[src/rtl/qos_drain_scheduler.sv]
`default_nettype none
// qos_drain_scheduler: periodic drain of four QoS buffers, strict priority 1>2>3>4 with buffer-4 anti-starvation.
// Rev 1.0
module qos_drain_scheduler #(
  parameter int DRAIN_PERIOD = 150_000_000,
  parameter int TMR_W        = 28,
  parameter int OCC_W        = 3,
  parameter int PKT_W        = 4,
  parameter int STARVE_LIMIT = 3
) (
  input  logic              clock_50,
  input  logic              reset_n,
  input  logic              enable,
  input  logic [OCC_W-1:0]  occ1,
  input  logic [OCC_W-1:0]  occ2,
  input  logic [OCC_W-1:0]  occ3,
  input  logic [OCC_W-1:0]  occ4,
  input  logic [PKT_W-1:0]  head1,
  input  logic [PKT_W-1:0]  head2,
  input  logic [PKT_W-1:0]  head3,
  input  logic [PKT_W-1:0]  head4,
  output logic [3:0]        pop,
  output logic              out_valid,
  output logic [PKT_W-1:0]  out_packet,
  output logic [3:0]        out_buffer,
  output logic [11:0]       output_count1,
  output logic [11:0]       output_count2,
  output logic [11:0]       output_count3,
  output logic [11:0]       output_count4,
  output logic              busy
);

  localparam logic [1:0] S_IDLE   = 2'd0;
  localparam logic [1:0] S_WAIT   = 2'd1;
  localparam logic [1:0] S_SELECT = 2'd2;
  localparam logic [1:0] S_POP    = 2'd3;

  localparam int              SC_W     = (STARVE_LIMIT < 3) ? 2 : $clog2(STARVE_LIMIT + 1);
  localparam logic [TMR_W-1:0] TMR_LAST = TMR_W'(DRAIN_PERIOD - 1);
  localparam logic [SC_W-1:0]  SC_LIMIT = SC_W'(STARVE_LIMIT);
  localparam logic [11:0]      CNT_MAX  = 12'hFFF;

  logic [1:0]       r_state;
  logic [TMR_W-1:0] r_timer;
  logic [SC_W-1:0]  r_starve;
  logic [PKT_W-1:0] r_packet;
  logic [3:0]       r_buffer;
  logic [11:0]      r_cnt [4];

  logic [3:0]       w_nz;
  logic [3:0]       w_grant;
  logic [PKT_W-1:0] w_head;
  logic [SC_W-1:0]  w_starve_nxt;

  assign w_nz = {occ4 != '0, occ3 != '0, occ2 != '0, occ1 != '0};

  // Anti-starvation override takes precedence over the fixed priority order.
  always_comb begin
    w_grant = 4'b0000;
    w_head  = '0;
    if (w_nz[3] && (r_starve == SC_LIMIT)) begin
      w_grant = 4'b1000;
      w_head  = head4;
    end else if (w_nz[0]) begin
      w_grant = 4'b0001;
      w_head  = head1;
    end else if (w_nz[1]) begin
      w_grant = 4'b0010;
      w_head  = head2;
    end else if (w_nz[2]) begin
      w_grant = 4'b0100;
      w_head  = head3;
    end else if (w_nz[3]) begin
      w_grant = 4'b1000;
      w_head  = head4;
    end
  end

  always_comb begin
    w_starve_nxt = r_starve;
    if (!w_nz[3] || w_grant[3]) begin
      w_starve_nxt = '0;
    end else if ((w_grant != 4'b0000) && (r_starve != SC_LIMIT)) begin
      w_starve_nxt = r_starve + SC_W'(1);
    end
  end

  always_ff @(posedge clock_50 or negedge reset_n) begin
    if (!reset_n) begin
      r_state  <= S_IDLE;
      r_timer  <= '0;
      r_starve <= '0;
      r_packet <= '0;
      r_buffer <= 4'b0000;
      for (int i = 0; i < 4; i++) r_cnt[i] <= '0;
    end else begin
      case (r_state)
        S_IDLE: begin
          r_timer <= '0;
          if (enable) r_state <= S_WAIT;
        end
        S_WAIT: begin
          if (!enable) begin
            r_timer <= '0;
            r_state <= S_IDLE;
          end else if (r_timer == TMR_LAST) begin
            r_timer <= '0;
            r_state <= S_SELECT;
          end else begin
            r_timer <= r_timer + TMR_W'(1);
          end
        end
        S_SELECT: begin
          // Timer keeps running so the drain cadence does not drift.
          r_timer  <= r_timer + TMR_W'(1);
          r_starve <= w_starve_nxt;
          if (w_grant != 4'b0000) begin
            r_packet <= w_head;
            r_buffer <= w_grant;
            for (int i = 0; i < 4; i++) begin
              if (w_grant[i] && (r_cnt[i] != CNT_MAX)) r_cnt[i] <= r_cnt[i] + 12'd1;
            end
            r_state <= S_POP;
          end else begin
            r_state <= S_WAIT;
          end
        end
        S_POP: begin
          r_timer <= r_timer + TMR_W'(1);
          r_state <= S_WAIT;
        end
        default: r_state <= S_IDLE;
      endcase
    end
  end

  assign pop           = (r_state == S_POP) ? r_buffer : 4'b0000;
  assign out_valid     = (r_state == S_POP);
  assign out_packet    = r_packet;
  assign out_buffer    = r_buffer;
  assign output_count1 = r_cnt[0];
  assign output_count2 = r_cnt[1];
  assign output_count3 = r_cnt[2];
  assign output_count4 = r_cnt[3];
  assign busy          = (r_state != S_IDLE);

endmodule
`default_nettype wire
[config.mk]
export PLATFORM = sky130hd
export DESIGN_NAME = qos_drain_scheduler
export DESIGN_NICKNAME = d
export VERILOG_FILES = /design/src/rtl/qos_drain_scheduler.sv
export SDC_FILE = /design/constraint.sdc
export NUM_CORES = 1
export LEC_CHECK = 0
export BUFFER_PORTS_ARGS = -buffer_cell sky130_fd_sc_hd__buf_4
export CAP_MARGIN = 15
export CELL_PAD_IN_SITES_DETAIL_PLACEMENT = 0
export CELL_PAD_IN_SITES_GLOBAL_PLACEMENT = 2
export CORE_MARGIN = 2
export CORE_UTILIZATION = 38
export CTS_BUF_LIST = sky130_fd_sc_hd__clkbuf_4
export DETAILED_ROUTE_END_ITERATION = 8
export PLACE_DENSITY = 0.95
export SLEW_MARGIN = 0
export SYNTH_ARGS = -nofsm -noshare
export SYNTH_HDL_FRONTEND = slang
export SYNTH_SLANG_ARGS = --single-unit
[constraint.sdc]
create_clock -name clock_50 -period 2.8 [get_ports clock_50]
set_input_delay 0.42 -clock clock_50 [delete_from_list [all_inputs] [get_ports clock_50]]
set_output_delay 0.42 -clock clock_50 [all_outputs]
set_load 0.02 [all_outputs]
== Word-level counts from Yosys, hierarchy flattened ==
Cells that the tools add are included.
W data, S select, Z words.

* Input port bits: 31
* Flip-flop bits (word level): 88
* Memories kept: 0
* Logic and storage cells: 72
* Memory bits (writable): 0
* Memory bits (read-only): 0
* Output and inout bits: 62
* Latch bits: 0

* $add $sub $neg: 6
* Shift operators: 0
* Mux-type cells: 21
* Bitwise operators: 0
* Multiply operators: 0
* $lt $le $gt $ge: 0
* Equality and inequality tests: 12
* Reductions and logical operators: 24
* Divide/modulo/power cells: 0

{| class="wikitable"
|+ Operators by type and width
! operator !! count
|-
| $pmux W28 S3 || 1
|-
| $mux W28 || 2
|-
| $add A12 B1 Y12 const B || 4
|-
| $ne A12 B12 Y1 const B || 4
|-
| $mux W4 || 11
|-
| $add A28 B1 Y28 const B || 1
|-
| $eq A28 B28 Y1 const B || 1
|-
| $mux W2 || 6
|-
| $reduce_and A3 Y1 || 4
|-
| $reduce_bool A3 Y1 || 4
|-
| $pmux W2 S4 || 1
|-
| $eq A2 B2 Y1 const B || 3
|-
| $logic_and A1 B1 Y1 || 6
|-
| $reduce_and A2 Y1 || 3
|-
| $ne A2 B2 Y1 const B || 2
|-
| $reduce_bool A2 Y1 || 2
|-
| $reduce_bool A4 Y1 || 1
|-
| $ne A3 B3 Y1 const B || 1
|-
| $add A2 B1 Y2 const B || 1
|-
| $eq A2 B1 Y1 const B || 1
|-
| $logic_not A2 Y1 || 1
|-
| $reduce_or A2 Y1 || 1
|-
| $logic_not A1 Y1 || 1
|-
| $logic_or A1 B1 Y1 || 1
|}

== Depth between registers and ports, before layout ==
Gate-level depths: netlist of run 1.

* Depth in word-level cells: 10
* Mapped depth: 9
* Gate-level depth less buffers: 6

== Worst setup path after synthesis of run 1 ==
No wires, ideal clock.

* Kind: reg2reg
* Start point: reg r_cnt (netlist bit output_count4[0])
* End point: reg r_cnt (netlist bit output_count4[1])
* Slack: 0.826 ns
* Stages on the path, launching flop included: 6
* Path buffers: 0
* Arrival: 1.850 ns
* Setup time: 0.125 ns
* Path through: dfrtp_1 ha_1 and2_1 and4_1 a211oi_4 mux2_2

* Cells in the longest elaborated chain, start to end: 3

{| class="wikitable"
|+ RTL lines
! item !! RTL line !! text
|-
| start, declared || 48 || <nowiki>logic [11:0] r_cnt [4];</nowiki>
|-
| branches (longest 3 deep; another with $add A12 B1 Y12) || -- ||
|}

Several ways; the timed one is not identified.
A chain may end at the register's enable or synchronous reset.

== Final worst setup path of run 1 ==
* Start point: reg r_state[0]
* End point: reg r_cnt (netlist bit output_count3[11])

* Cells in the longest elaborated chain, start to end: 2

{| class="wikitable"
|+ RTL lines
! item !! RTL line !! text
|-
| start, declared || 43 || <nowiki>logic [1:0] r_state;</nowiki>
|-
| start signal, assigned || 90 || <nowiki>r_state <= S_IDLE;</nowiki>
|-
| start signal, assigned || 100 || <nowiki>if (enable) r_state <= S_WAIT;</nowiki>
|-
| start signal, assigned || 105 || <nowiki>r_state <= S_IDLE;</nowiki>
|-
| $eq A2 B2 Y1 || 97 || <nowiki>case (r_state)</nowiki>
|-
| $reduce_and A3 Y1 (no source line) || -- ||
|}

Every way passes these cells.

==> qor.csv, run 1 <==
metric,value,unit
synth_most_common_cell,dfrtp_1,
arrival,2.64,ns
post_drt_wl_per_cell,15.2,µm
cts.path.max_buffers,2,
synth_area_leaders,"dfrtp_1 (49%), xnor2_1 (7.4%), xor2_1 (5.8%)",
vias,3604,
clock-root-buffer,clkbuf_4,
synth_cell_type_count,47,
p_per_area,438,nW/µm²
drive_gt1_share,23.9,%
io_buffers,92,
clkTransAtPathRegs,0.14,ns
gp_congestion,0.781,
cp.required,3.18,ns
min_period_over_period,80.5,%
ys_top_cells_by_count,"dfrtp_1 (88), nor2_1 (50), nand2_1 (46), xnor2_1 (38), nand3_1 (35)",
synthArstFlopShare,100,%
grt_pass1_vias,3611,
grt_pass1_wl,17600,µm
hpwlAfterDp,7740,µm
slew_viol_final,0,
crit_path_top_delay_cell,or4_1,
hold_viol_final,0,
avgSynthCellArea,10.2,µm²
boundaryPins,93,
fin_crit,2.25,ns
cts_setup_buffers,0,
synthesis.area,4500,µm²
yosysTopAreaCell,dfrtp_1,
nets,587,
tightest_slew,0.716,ns
synth_top_area_share,48.9,%
fp.dieArea,12700,µm²
critPathMaxStageDelay,0.70,ns
cap_violations,0,
critPathCaptureType,flop,
slew_headroom,51.8,%
ys_warn_count,0,
cts_buffers,9,
core_area,11500,µm²
drt-total-wl,10500,µm
ant_nets,0,
ys_seq_area_share,48.9,%
ir_drop,387,µV
antenna_found_initial,0,
dp_cells,675,
setup_tns,0,ns
remaining_drc_errors,0,
cts_resized,0,
cp-start-kind,flop,
clk_latency,0.46,ns
stdcell_count,692,
netlist_instances,442,
grt_util_all_layers,17.2,%
diodes,0,
power_leakage,2.60,nW
first_iter_violations,144,
outcome,finished clean,
fin_skew,0.0169,ns
syn-num-nets,485,
initial_core_util,39.2,%
area_growth,23.7,%
cts.sinks,88,
die_w,113,µm
ys.flop_type,dfrtp_1,
hp-class,input pin to flop,
cts_tree,yes,
setup_viol,0,
path_cells,inv_1 -> ha_1 -> nand4_4 -> or4_1 -> nor2_2 -> xor2_1,
rows,39,
grt_max_degree,45,
rsz0062_at_grt,false,
yosys_register_bits,88,
path_class,flop to flop,
die_y,113,µm
path_buf_inv,1,
cp_max_fo,10,
drt-pass1-iter-count,4,
htreeDepth,3,
max_freq,444,MHz
via_per_inst,5.21,
critPathTopFamily,simple AND/OR/NAND/NOR gates,
grt-ovfl-total,0,
synth_edf_count,0,
[flip-flops by register name (all words and copies together) (netlist names)]
register       flops
output_count4     12
r_state            2
out_packet         4
out_buffer         4
r_starve           2
output_count2     12
output_count1     12
r_timer           28
output_count3     12
[layer usage]
layer	GRT usage, %	wire (µm)	part of all wire (%)	vias up
li1	-	-	-	1766
met1	22.3	4770	45	1760
met2	28.1	5150	49	64
met3	3.59	373	3.6	14
met4	7.32	201	1.9	0
met5	0	0	0	-
[final timing paths]
kind,from,end,slack [ns],cells past startpoint
min in group asynchronous,reset_n,output_count2[3]$_DFFE_PN0P_,0.49,2
max in group asynchronous,reset_n,r_timer[11]$_DFF_PN0_,1.65,3
max reg2reg,r_state[0]$_DFFE_PN0P_,output_count3[11]$_DFFE_PN0P_,0.55,6
max,r_state[0]$_DFFE_PN0P_,output_count3[11]$_DFFE_PN0P_,0.55,6
min reg2reg,output_count3[9]$_DFFE_PN0P_,output_count3[9]$_DFFE_PN0P_,0.50,1
min,enable,r_state[1]$_DFFE_PN0P_,0.26,3
[cells in the final DEF, fill, tap and decap left out, types with 7 or more instances in the layout]
cell and count:
a21oi_1 10, and2_1 7, and4_1 9, buf_4 96, clkbuf_4 10, dfrtp_1 88
ha_1 12, inv_1 8, nand2_1 46, nand3_1 35, nand4_1 25, nor2_1 50
nor3_1 11, nor4_1 8, xnor2_1 38, xor2_1 30
[per-stage QoR]
stage               hold WS [ns]  cell area [µm²]  power [mW]  setup slack (ns)  utilization [%]
floorplan                  0.124             4500        1.45             0.826                -
global placement           0.466             5370        1.55             0.568             46.9
detailed placement         0.465             5370        1.56             0.527             46.9
CTS                        0.211             5570        2.48             0.489             48.5
global route               0.224             5570        2.56             0.345             48.5
finish                     0.256             5570        2.44             0.546             48.5
[what timing repair did]
item,CTS,global route
hold buffers,1,0
setup endpoints to repair,0,0
endpoints found under the hold margin,42,0
[layout make-up]
class,instances,area [µm²]
clock buffers,10,75.1
repair buffers,98,751
inverters,8,30.0
fillers,1071,5900
clock inverters,6,108
flip-flops and latches,88,2200
multi-input cells,339,2220
well taps,143,179
[cells by family (layout without fill, tap and decap cells)]
logic type / Yosys count / in the layout / share of synthesized area [%]
and+or+nand+nor: 217 / 217 / 25.5
DFF: 88 / 88 / 48.9
xor gates and xnor gates: 68 / 68 / 13.2
AOI/OAI and AO/OA: 37 / 37 / 6.01
buffers and inverters: 15 / 122 / 1.72
adders and majority gates: 12 / 12 / 3.34
muxes: 5 / 5 / 1.22
[worst reg2reg max path, delay by kind of cell (launching register included)]
family / cells / cell delay [ns]
XOR/XNOR: 1 / 0.15
buffers and inverters: 1 / 0.14
AND/OR/NAND/NOR: 3 / 1.01
flip-flops: 1 / 0.44
adder cells (fa/ha/maj): 1 / 0.44
[where the power goes]
group	leakage [nW]	total [mW]	switching, mW	internal, mW
sequential	1.22	1.30	0.0136	1.28
clock	0.0980	0.904	0.445	0.459
combinational	1.28	0.237	0.148	0.0895
(Power assumes the default switching activity.)
==> run 2: changes to the inputs <==
Settings changed: CORE_UTILIZATION 38 to 32, PLACE_DENSITY 0.95 to 0.86.
Clock period 2.8 ns to 2 ns, I/O delays scaled along.
==> run 2 against run 1 <==
Clock power is 17% higher. Non-clock buffer count is 31 higher. Hold slack worse by 0.13 ns. Largest cell class unchanged. Global-route usage is 1.5 points lower. Core utilization is 5.9 points lower. Critical path depth is 2 lower.
==> qor.csv, run 2 (synthesized netlist as in run 1, its figures left out) <==
metric,value,unit,change
outcome,finished clean,,unchanged
critPathTopFamily,flip-flops,,was simple AND/OR/NAND/NOR gates
cp-start-kind,flop,,unchanged
grt_pass1_wl,18400,µm,was 17600 µm
crit_top_cell,buf_4,,
cp.required,1.70,ns,was 3.18 ns
fin_crit,1.86,ns,
die_w,123,µm,was 113 µm
hold_viol_final,0,,unchanged
final_cell_area,5890,µm²,was 5570 µm²
htreeDepth,3,,unchanged
grt_util_all_layers,15.7,%,was 17.2%
cts.path.max_buffers,2,,unchanged
slew_viol_final,0,,unchanged
critPathMaxStageDelay,0.40,ns,was 0.70 ns
slew_headroom,61.3,%,was 51.8%
min_period_over_period,93.2,%,
grt-ovfl-total,0,,unchanged
largest_reg_flops,28,,unchanged
drt-pass1-iter-count,7,,was 4
grt_max_degree,49,,was 45
path_buf_inv,2,,was 1
vias,3738,,was 3604
via_per_inst,4.91,,was 5.21
multi_input_area,2290,µm²,was 2220 µm²
fp.dieArea,15000,µm²,was 12700 µm²
dpl_cell_area,5630,µm²,was 5370 µm²
hpwlAfterDp,8400,µm,was 7740 µm
drt-total-wl,11200,µm,was 10500 µm
drive_gt1_share,30.0,%,was 23.9%
nets,618,,was 587
fin_hold_ws,0.126,ns,was 0.256 ns
post_drt_wl_per_cell,14.7,µm,was 15.2 µm
path_cells,buf_4 -> ha_2 -> and2_1 -> buf_4,,was inv_1 -> ha_1 -> nand4_4 -> or4_1 -> nor2_2 -> xor2_1
total_power,3.26,mW,was 2.44 mW
io_buffers,92,,unchanged
cap_violations,0,,unchanged
crit_path_top_delay_cell,dfrtp_1,,was or4_1
area_growth,30.9,%,was 23.7%
cts_tree,yes,,unchanged
tightest_slew,0.575,ns,was 0.716 ns
final_cell_mix,"buf_4 (125), dfrtp_1 (88), nor2_1 (50), nand2_1 (46), xnor2_1 (38)",,"was buf_4 (96), dfrtp_1 (88), nor2_1 (50), nand2_1 (46), xnor2_1 (38)"
fill_cells,1355,,was 1071
arrival,1.56,ns,was 2.64 ns
final_common_cell,buf_4,,unchanged
clkTransAtPathRegs,0.15,ns,was 0.14 ns
register_area,2200,µm²,unchanged
boundaryPins,93,,unchanged
clock-root-buffer,clkbuf_4,,unchanged
cp_max_fo,6,,was 10
setup_tns,0,ns,unchanged
setup_viol,0,,unchanged
rows,43,,was 39
ir_drop,279,µV,was 387 µV
regMostFlops,r_timer,,unchanged
gp_congestion,0.813,,was 0.781
p_per_area,553,nW/µm²,was 438 nW/µm²
cts.sinks,88,,unchanged
antenna_found_initial,1,,was 0
core_area,13800,µm²,was 11500 µm²
max_freq,536,MHz,
cts_buffers,9,,unchanged
rsz0062_at_grt,true,,was false
power_leakage,2.75,nW,was 2.60 nW
hp-class,input pin to flop,,unchanged
ant_nets,0,,unchanged
clk_latency,0.48,ns,was 0.46 ns
critPathCaptureType,primary output,,was flop
grt_pass1_vias,3810,,was 3611
initial_core_util,32.5,%,was 39.2%
fin_skew,0.0186,ns,was 0.0169 ns
path_class,flop to primary output,,was flop to flop
die_y,123,µm,was 113 µm
remaining_drc_errors,0,,unchanged
first_iter_violations,195,,was 144
run 2: routing by layer:
metal / global-route usage (%) / vias up / share of wire, %
met1: 20.1 / 1818 / 46
met5: 0 / - / 0
met2: 25.9 / 72 / 49
met4: 6.82 / 0 / 1.6
met3: 2.79 / 14 / 3.5
li1: - / 1834 / -
run 2: final timing paths:
| kind | slack [ns] | depth (start not counted) | start | end |
|---|---|---|---|---|
| max | 0.14 | 4 | r_state[0]$_DFFE_PN0P_ | pop[0] |
| min | 0.13 | 3 | enable | r_state[1]$_DFFE_PN0P_ |
| max reg2reg | 0.14 | 8 | r_starve[0]$_DFFE_PN0P_ | output_count2[6]$_DFFE_PN0P_ |
| min reg2reg | 0.50 | 1 | r_timer[0]$_DFF_PN0_ | r_timer[0]$_DFF_PN0_ |
| max in group asynchronous | 1.13 | 3 | reset_n | output_count2[7]$_DFFE_PN0P_ |
| min in group asynchronous | 0.28 | 2 | reset_n | output_count2[6]$_DFFE_PN0P_ |
run 2: tightest hold or removal path, stage by stage:
cell and delay (ns):
buf_4 0.10, nand4_1 0.08, o211ai_1 0.10
run 2: repair_timing:
item,in CTS,in global routing
pin swaps,0,5
buffers inserted,1,4
hold endpoints to repair,25,0
setup endpoints to repair,28,59
hold buffers,1,0
gates resized for setup,1,13
run 2: power by group:
part           switching [mW]  internal (mW)
Sequential             0.0112           1.80
Combinational           0.225          0.167
Clock                   0.657          0.401
Total                   0.892           2.36
run 2: layout make-up:
type | count | area share (%)
diodes | 1 | 0.0425
clock buffers | 10 | 1.27
clock inverters | 6 | 1.15
inverters | 8 | 0.510
multi-input cells | 339 | 38.9
flip-flops and latches | 88 | 37.4
well taps | 180 | 3.82
repair buffers | 129 | 17.0
run 2: through the flow:
step	utilization, %	setup WS, ns	std cells
after global routing	42.6	-0.0182	761
after CTS	41.9	-0.00309	756
after detailed placement	40.7	-0.0389	738
after global placement	40.7	-0.0915	738
after floorplan	-	0.0255	442
final	42.6	0.136	761
==> run 3: changes to the inputs <==
Settings changed: BUFFER_PORTS_ARGS -buffer_cell sky130_fd_sc_hd__buf_4 to unset, CORE_UTILIZATION 32 to 37, DONT_BUFFER_PORTS set to 1.
==> run 3 against run 2 <==
The run now ends with hold timing left. Via count fell by 6.3%. Global-route usage rose by 1.7 points. Combinational power decreased by 28%. Wire length fell by 3.9%. Flip-flop and latch count unchanged. Core utilization increased by 1.9 points. Sequential share of layout area up 4.0 points. Critical path depth up 3. Die area down 13%. Cell count is 13% lower. Worst setup slack lost 0.052 ns. Critical endpoint is now output_count4[10]$_DFFE_PN0P_.
==> qor.csv, run 3 (synthesized netlist as in run 1, its figures left out) <==
metric,value,unit,change
outcome,"complete, but fails checks",,was finished clean
violations,hold timing,,
comb_power_share,9.1,%,was 12.0%
htreeDepth,3,,unchanged
die_y,114,µm,was 123 µm
via_per_inst,5.32,,was 4.91
grt_pass1_wl,17700,µm,was 18400 µm
p_per_area,581,nW/µm²,was 553 nW/µm²
place_ws,-0.0101,ns,was -0.0389 ns
path_cells,ha_1 -> and2_1 -> and4_1 -> a211oi_4 -> buf_4 -> and4_1 -> xor2_1,,was buf_4 -> ha_2 -> and2_1 -> buf_4
post_drt_wl_per_cell,16.3,µm,was 14.7 µm
utilization,44.5,%,was 42.6%
switching_share,25.3,%,was 27.4%
core_area,12000,µm²,was 13800 µm²
clkTransAtPathRegs,0.14,ns,was 0.15 ns
reg2regPathDepth,7,,was 8
fin_crit,1.92,ns,was 1.86 ns
min_period_over_period,95.8,%,was 93.2%
crit_path_top_delay_cell,dfrtp_1,,unchanged
stdcell_count,659,,was 761
regToRegStartpoint,output_count4[0]$_DFFE_PN0P_,,was r_starve[0]$_DFFE_PN0P_
final_cell_mix,"dfrtp_1 (88), buf_4 (53), nor2_1 (50), nand2_1 (46), xnor2_1 (37)",,"was buf_4 (125), dfrtp_1 (88), nor2_1 (50), nand2_1 (46), xnor2_1 (38)"
ir_drop,359,µV,was 279 µV
fin_skew,0.0127,ns,was 0.0186 ns
dp_cells,630,,was 738
initial_core_util,37.6,%,was 32.5%
critPathMaxStageDelay,0.40,ns,about the same
grt_max_degree,89,,was 49
crit_top_cell,and4_1,,was buf_4
dpl_cell_area,5010,µm²,was 5630 µm²
gp_congestion,0.786,,was 0.813
path_class,flop to flop,,was flop to primary output
largest_reg_flops,28,,unchanged
grt_util_all_layers,17.3,%,was 15.7%
first_iter_violations,153,,was 195
p_switching,783,µW,was 892 µW
final_cell_area,5320,µm²,was 5890 µm²
remaining_drc_errors,0,,unchanged
vias,3503,,was 3738
boundaryPins,93,,unchanged
critPathCaptureType,flop,,was primary output
cap_violations,0,,unchanged
regToRegSetupSlack,0.08,ns,was 0.14 ns
fin_hold_ws,-0.496,ns,was 0.126 ns
cp-start-kind,flop,,unchanged
total_power,3.09,mW,was 3.26 mW
grt-ovfl-total,0,,unchanged
hold_viol_final,88,,was 0
rr_endpoint,output_count4[10]$_DFFE_PN0P_,,was output_count2[6]$_DFFE_PN0P_
drive_gt1_share,20.0,%,was 30.0%
antenna_found_initial,1,,unchanged
cts.path.max_buffers,2,,unchanged
power_leakage,2.39,nW,was 2.75 nW
hpwlAfterDp,7810,µm,was 8400 µm
ant_nets,0,,unchanged
setup_tns,0,ns,unchanged
p_int,2.31,mW,was 2.36 mW
slew_viol_final,0,,unchanged
ctsHoldBuffers,5,,was 1
tightest_slew,0.614,ns,was 0.575 ns
cp_max_fo,10,,was 6
clk_latency,0.47,ns,was 0.48 ns
die_w,114,µm,was 123 µm
slew_headroom,58.7,%,was 61.3%
hp-class,input pin to async pin,,was input pin to flop
fp.dieArea,13100,µm²,was 15000 µm²
grt_pass1_vias,3563,,was 3810
drt-pass1-iter-count,4,,was 7
cp.required,2.39,ns,was 1.70 ns
area_growth,18.2,%,was 30.9%
clock-root-buffer,clkbuf_4,,unchanged
max_freq,522,MHz,was 536 MHz
cts_tree,yes,,unchanged
regMostFlops,r_timer,,unchanged
p_clk_share,32.3,%,was 32.5%
nets,550,,was 618
setup_viol,0,,unchanged
cts.sinks,88,,unchanged
final_common_cell,dfrtp_1,,was buf_4
cts_buffers,9,,unchanged
drt-total-wl,10700,µm,was 11200 µm
io_buffers,0,,was 92
arrival,2.31,ns,was 1.56 ns
rows,40,,was 43
fin_ws,0.0838,ns,was 0.136 ns
power_frac_seq,58.6,%,was 55.5%
setup.worst_path.start,output_count4[0]$_DFFE_PN0P_,,was r_state[0]$_DFFE_PN0P_
[run 3: changes by cell type in the layout (fill, tap and decap cells not counted), moves of 2 or more]
cell / previous run / this run
dlygate4sd3_1: 1 / 5
buf_4: 125 / 53
inv_6: 2 / 0
ha_2: 1 / 3
[run 3: power groups by stage]
stage          Combinational, mW  Clock, mW  Sequential (mW)
6_report                   0.280      0.999             1.81
4_1_cts                    0.263       1.05             1.82
2_1_floorplan              0.182          0             1.85
5_1_grt                    0.313       1.12             1.82
3_5_place_dp               0.254          0             1.85
3_3_place_gp               0.250          0             1.85
[run 3: worst max path at each step]
stage                     depth (start not counted)                             to  slack, ns
final                                             7  output_count4[10]$_DFFE_PN0P_       0.08
after global routing                              8  output_count2[10]$_DFFE_PN0P_     -0.006
after CTS                                         7   output_count2[9]$_DFFE_PN0P_      0.001
after detailed placement                          6  output_count3[11]$_DFFE_PN0P_      -0.01
after global placement                            7          r_timer[16]$_DFF_PN0_       0.04
after floorplan                                   5   output_count4[1]$_DFFE_PN0P_       0.03
[run 3: critical path, delay by kind of cell, from the launching register on]
family / cells / cell delay [ns]
adders and majority gates: 1 / 0.21
and+or+nand+nor: 3 / 0.67
xor gates and xnor gates: 1 / 0.14
AOI/OAI and AO/OA: 1 / 0.23
buffers and inverters: 1 / 0.20
DFF: 1 / 0.40
[run 3: per-layer routing]
| metal | GRT usage, % | share of wire [%] |
|---|---|---|
| met5 | 0 | 0.12 |
| met4 | 7.48 | 2.6 |
| met3 | 5.82 | 7.0 |
| met2 | 26.9 | 47 |
| met1 | 22.2 | 44 |
[run 3: layout make-up]
cell class	instances	area (µm²)
Antenna cell	1	2.50
Fill cell	1133	6640
Sequential cell	88	2200
Clock inverter	4	46.3
Inverter	8	30.0
Clock buffer	11	82.6
Multi-Input combinational cell	339	2280
Timing Repair Buffer	61	490
Tap cell	147	184
[run 3: repair_timing]
action,CTS,global route
setup buffers,0,8
cloned,0,0
endpoints found under the hold margin,93,88
setup endpoints to repair,4,45
gates resized for setup,1,14
pin swaps,1,4
